<file path="config.mk">
export PLATFORM = sky130hd
export DESIGN_NAME = pipe_sub
export DESIGN_NICKNAME = d
export VERILOG_FILES = /design/src/rtl/pipe_sub_pkg.sv /design/src/rtl/sub_slice.sv /design/src/rtl/pipe_sub.sv
export SDC_FILE = /design/constraint.sdc
export NUM_CORES = 1
export LEC_CHECK = 0
export CAP_MARGIN = 20
export CORE_ASPECT_RATIO = 0.75
export CORE_MARGIN = 8
export CORE_UTILIZATION = 45
export DETAILED_ROUTE_END_ITERATION = 7
export GPL_TIMING_DRIVEN = 0
export PLACE_DENSITY = 0.66
export SETUP_SLACK_MARGIN = 0.02
export SLEW_MARGIN = 20
export SYNTH_ARGS = -nofsm -noshare
export SYNTH_HDL_FRONTEND = slang
export SYNTH_SLANG_ARGS = --single-unit
</file>
<file path="constraint.sdc">
create_clock -name clk -period 9 [get_ports clk]
set_input_delay 1.35 -clock clk [delete_from_list [all_inputs] [get_ports clk]]
set_output_delay 1.35 -clock clk [all_outputs]
set_load 0.05 [all_outputs]
</file>
<file path="src/rtl/pipe_sub_pkg.sv">
// Shared constants and mode encoding for the pipelined subtractor.
package pipe_sub_pkg;

   localparam int unsigned DEFAULT_WIDTH = 32;
   localparam int unsigned DEFAULT_CHUNK = 8;

   typedef enum logic {
      SAT_WRAP  = 1'b0,
      SAT_CLAMP = 1'b1
   } sat_mode_e;

endpackage

</file>
<file path="src/rtl/sub_slice.sv">
// Combinational W-bit subtract-with-borrow slice: diff = a - b - bin.
module sub_slice #(
   parameter int unsigned W = 8
) (
   input  logic [W-1:0] a,
   input  logic [W-1:0] b,
   input  logic         bin,
   output logic [W-1:0] diff,
   output logic         bout
);

   logic [W:0] full;

   // The extra top bit of the widened difference is the borrow-out.
   assign full = {1'b0, a} - {1'b0, b} - {{W{1'b0}}, bin};
   assign diff = full[W-1:0];
   assign bout = full[W];

endmodule

</file>
<file path="src/rtl/pipe_sub.sv">
// Pipelined subtractor: one CHUNK-bit borrow slice per stage, global stall on the output
// handshake, optional unsigned clamp-to-zero on underflow.
module pipe_sub
   import pipe_sub_pkg::*;
#(
   parameter int unsigned WIDTH = DEFAULT_WIDTH,
   parameter int unsigned CHUNK = DEFAULT_CHUNK
) (
   input  logic             clk,
   input  logic             rst,
   input  logic             in_valid,
   output logic             in_ready,
   input  logic [WIDTH-1:0] a,
   input  logic [WIDTH-1:0] b,
   input  logic             bin,
   input  logic             sat,
   output logic             out_valid,
   input  logic             out_ready,
   output logic [WIDTH-1:0] diff,
   output logic             bout,
   output logic             ovf,
   output logic             zero
);

   localparam int unsigned STAGES = WIDTH / CHUNK;

   if (WIDTH % CHUNK != 0) begin : g_width_check
      $error("pipe_sub: WIDTH must be an integer multiple of CHUNK");
   end

   logic en;

   assign en       = ~out_valid | out_ready;
   assign in_ready = en;

   // Inputs seen by stage k: index 0 comes from the ports, index k from stage k-1 registers.
   logic             st_v   [STAGES];
   logic [WIDTH-1:0] st_a   [STAGES];
   logic [WIDTH-1:0] st_b   [STAGES];
   logic [WIDTH-1:0] st_d   [STAGES];
   logic             st_br  [STAGES];
   logic             st_sat [STAGES];
   logic             st_nz  [STAGES];

   assign st_v[0]   = in_valid;
   assign st_a[0]   = a;
   assign st_b[0]   = b;
   assign st_d[0]   = '0;
   assign st_br[0]  = bin;
   assign st_sat[0] = sat;
   assign st_nz[0]  = 1'b0;

   for (genvar k = 0; k < STAGES; k++) begin : g_stage
      logic [CHUNK-1:0] c_diff;
      logic             c_bout;
      logic [WIDTH-1:0] d_next;
      logic             nz_next;

      sub_slice #(
         .W(CHUNK)
      ) u_slice (
         .a   (st_a[k][k*CHUNK +: CHUNK]),
         .b   (st_b[k][k*CHUNK +: CHUNK]),
         .bin (st_br[k]),
         .diff(c_diff),
         .bout(c_bout)
      );

      always_comb begin
         d_next = st_d[k];
         d_next[k*CHUNK +: CHUNK] = c_diff;
      end

      // Running "some chunk so far is nonzero" flag avoids a full-width compare at the end.
      assign nz_next = st_nz[k] | (|c_diff);

      if (k < STAGES - 1) begin : g_mid
         logic             v_q;
         logic [WIDTH-1:0] a_q;
         logic [WIDTH-1:0] b_q;
         logic [WIDTH-1:0] d_q;
         logic             br_q;
         logic             sat_q;
         logic             nz_q;

         always_ff @(posedge clk or posedge rst) begin
            if (rst) begin
               v_q   <= 1'b0;
               a_q   <= '0;
               b_q   <= '0;
               d_q   <= '0;
               br_q  <= 1'b0;
               sat_q <= 1'b0;
               nz_q  <= 1'b0;
            end else if (en) begin
               v_q   <= st_v[k];
               a_q   <= st_a[k];
               b_q   <= st_b[k];
               d_q   <= d_next;
               br_q  <= c_bout;
               sat_q <= st_sat[k];
               nz_q  <= nz_next;
            end
         end

         assign st_v[k+1]   = v_q;
         assign st_a[k+1]   = a_q;
         assign st_b[k+1]   = b_q;
         assign st_d[k+1]   = d_q;
         assign st_br[k+1]  = br_q;
         assign st_sat[k+1] = sat_q;
         assign st_nz[k+1]  = nz_q;
      end else begin : g_last
         logic             clamp;
         logic [WIDTH-1:0] diff_next;
         logic             ovf_next;
         logic             zero_next;

         always_comb begin
            clamp     = (st_sat[k] == logic'(SAT_CLAMP)) & c_bout;
            diff_next = clamp ? '0 : d_next;
            ovf_next  = (st_a[k][WIDTH-1] ^ st_b[k][WIDTH-1]) &
                        (st_a[k][WIDTH-1] ^ d_next[WIDTH-1]);
            zero_next = clamp | ~nz_next;
         end

         always_ff @(posedge clk or posedge rst) begin
            if (rst) begin
               out_valid <= 1'b0;
               diff      <= '0;
               bout      <= 1'b0;
               ovf       <= 1'b0;
               zero      <= 1'b0;
            end else if (en) begin
               out_valid <= st_v[k];
               diff      <= diff_next;
               bout      <= c_bout;
               ovf       <= ovf_next;
               zero      <= zero_next;
            end
         end
      end
   end

endmodule

</file>
==> results.sh <==
export IMPL_status="complete, no violations"
export IMPL_synthFlopType="dfrtp_1"
export IMPL_yosysTopAreaCellShare_pct=52.5
export IMPL_period_minus_slack_ps=5510
export IMPL_via_per_inst=4.96
export IMPL_fmax_mhz=182
export IMPL_synth_cell_area_um2=9140
export IMPL_dieHeight_um=139
export IMPL_worstPathRequired_ps=7650
export IMPL_drt_initial_drc_count=537
export IMPL_drc=0
export IMPL_grt_usage_pct=17.9
export IMPL_detail_route_antenna_nets=0
export IMPL_cap_violations=0
export IMPL_ir_drop_mv=0.195
export IMPL_synthTopCellsByCount="nand2_1, dfrtp_1, inv_1"
export IMPL_path_clk_slew_ps=80
export IMPL_num_antenna_cells=0
export IMPL_clock_latency_ps=440
export IMPL_synth_edf_count=0
export IMPL_syn_avg_cell_area_um2=9.25
export IMPL_cts_setup_buffers=0
export IMPL_setup_viol=0
export IMPL_wl_per_cell_um=15.8
export IMPL_drv_slew=0
export IMPL_wl_mm=21.9
export IMPL_start_util_pct=45.5
export IMPL_synth_seq_area_share_pct=52.5
export IMPL_design_area_um2=11200
export IMPL_port_buffers=106
export IMPL_gp_congestion=0.826
export IMPL_fin_crit_sh_pct=61.2
export IMPL_grt_antenna_before_repair=0
export IMPL_yosysTopAreaCell="dfrtp_1"
export IMPL_synthToLayoutAreaGrowth_pct=22.5
export IMPL_drt_pass1_iter_count=5
export IMPL_placed_cell_area_um2=10600
export IMPL_dp_final_hpwl_mm=16.2
export IMPL_worst_setup_path_type="in2out"
export IMPL_leakagePower_nw=5.57
export IMPL_cts_buffers_inserted=17
export IMPL_cts_tree="done"
export IMPL_vias=6873
export IMPL_ys_ff_latch=192
export IMPL_overflow=0
export IMPL_worstMarginPinSlew_ps=745
export IMPL_finClkSkew_ps=14.9
export IMPL_grt_max_degree=93
export IMPL_syn_inst=988
export IMPL_grt_pass1_wl_mm=36.4
export IMPL_dieArea_um2=25200
export IMPL_nNetsFinal=1249
export IMPL_cts_sinks=192
export IMPL_rsz0062_at_grt="false"
export IMPL_layout_drive_gt1_share_pct=4.17
export IMPL_end_kind="primary output"
export IMPL_pin_count=107
export IMPL_grt_pass1_vias=6936
export IMPL_die_w_um=181
export IMPL_synthTopCellsByArea="dfrtp_1, nand2_1, ha_1, inv_1, a22o_1"
export IMPL_synthArstFlopShare_pct=100
export IMPL_root_buffer="clkbuf_16"
export IMPL_rows=45
export IMPL_cts_max_path_buffers=2
export IMPL_yosys_cell_types_count=60
export IMPL_htree_levels=4
export IMPL_cp_max_fo=10
export IMPL_tns_ps=0
export IMPL_fp_coreArea_um2=20100
export IMPL_hold_path_class="reg2reg"
export IMPL_arrival_ps=4160
export IMPL_p_per_area_nw_per_um2=419
export IMPL_startpoint_type="primary input"
export IMPL_hold_buffers=0
export IMPL_yosysMostFrequentCell="nand2_1"
export IMPL_hold_viol_final=0
export IMPL_maxSlewHeadroom_pct=50.3
export IMPL_syn_nets=1122
export IMPL_cts_resized=0
export IMPL_ys_warnings_count=0
==> report_power, final <==
group	internal [W]	switching, W	leakage, nW	total, W
logic	0.000967	0.00150	2.97	0.00247
registers	0.00124	0.000212	2.32	0.00145
clock network	0.000378	0.000388	0.291	0.000766
==> routing by layer <==
metal	wire [um]	GRT usage (%)	vias up
met2	9020	25.8	182
met3	1060	3.77	15
li1	-	-	3433
met1	11500	27.0	3243
met5	0	0	-
met4	234	4.38	0
==> registers in the layout, indices dropped and copies added (netlist names) <==
| name | flops |
|---|---|
| g_stage.g_mid.a_q | 48 |
| g_stage.g_mid.b_q | 48 |
| g_stage.g_mid.d_q | 48 |
| diff | 32 |
| g_stage.g_mid.br_q | 3 |
| g_stage.g_mid.nz_q | 3 |
| g_stage.g_mid.sat_q | 3 |
| g_stage.g_mid.v_q | 3 |
| bout | 1 |
| out_valid | 1 |
| ovf | 1 |
| zero | 1 |
==> path summary, 6_finish.rpt <==
check	from	endpoint	slack [ps]	cells after the start
max	out_ready	in_ready	3490	7
min	g_stage[0].g_mid.b_q[22]	g_stage[0].g_mid.b_q[22]	470	2
max reg2reg	g_stage[2].g_mid.a_q[24]	zero	6120	8
min reg2reg	g_stage[0].g_mid.b_q[22]	g_stage[0].g_mid.b_q[22]	470	2
max in group asynchronous	rst	g_stage[0].g_mid.b_q[20]	6660	4
min in group asynchronous	rst	diff[10]	1240	2
==> worst max-delay path, cell delays in order <==
cell and delay (ps):
clkdlybuf4s50_1 460, nor2b_1 50, buf_2 200, inv_1 240
clkbuf_1 430, clkbuf_1 490, clkdlybuf4s50_1 910
==> area by class of cell <==
| cell class | instances | area, um2 |
|---|---|---|
| plain buffers | 42 | 170 |
| clock buffers | 17 | 425 |
| clock inverters | 15 | 183 |
| fillers | 1868 | 8900 |
| inverters | 92 | 353 |
| multi-input cells | 662 | 3820 |
| flip-flops and latches | 192 | 4800 |
| well taps | 258 | 323 |
| repair buffers | 108 | 1120 |
==> cell families (layout without fill, tap and decap cells) <==
logic type	after synthesis	after routing	share of synthesized area [%]
and+or+nand+nor	444	444	20.0
DFF	192	192	52.5
buffers and inverters	134	274	5.64
AOI/OAI and AO/OA	123	123	9.24
adders and majority gates	64	64	9.41
xor gates and xnor gates	29	29	2.93
muxes	2	2	0.246
==> placed cells by master (no fill, tap or decap), types with 19 or more instances in the layout <==
| master | n |
|---|---|
| nand2_1 | 361 |
| dfrtp_1 | 192 |
| clkbuf_1 | 34 |
| ha_1 | 56 |
| inv_1 | 91 |
| nor2_1 | 28 |
| clkdlybuf4s50_1 | 106 |
| o21ai_0 | 42 |
| xor2_1 | 19 |
| a22o_1 | 31 |
==> stage by stage <==
step | utilization, % | cells | setup WS (ps) | hold WS, ps | power (W)
after floorplan | - | 988 | 2420 | 430 | 0.00320
after global placement | 52.4 | 1352 | -62.2 | 451 | 0.00385
after detailed placement | 52.7 | 1354 | 3490 | 455 | 0.00392
after CTS | 55.7 | 1386 | 3470 | 473 | 0.00470
after global routing | 55.7 | 1386 | 3370 | 485 | 0.00507
final | 55.7 | 1386 | 3490 | 471 | 0.00469
(Power assumes the default switching activity.)
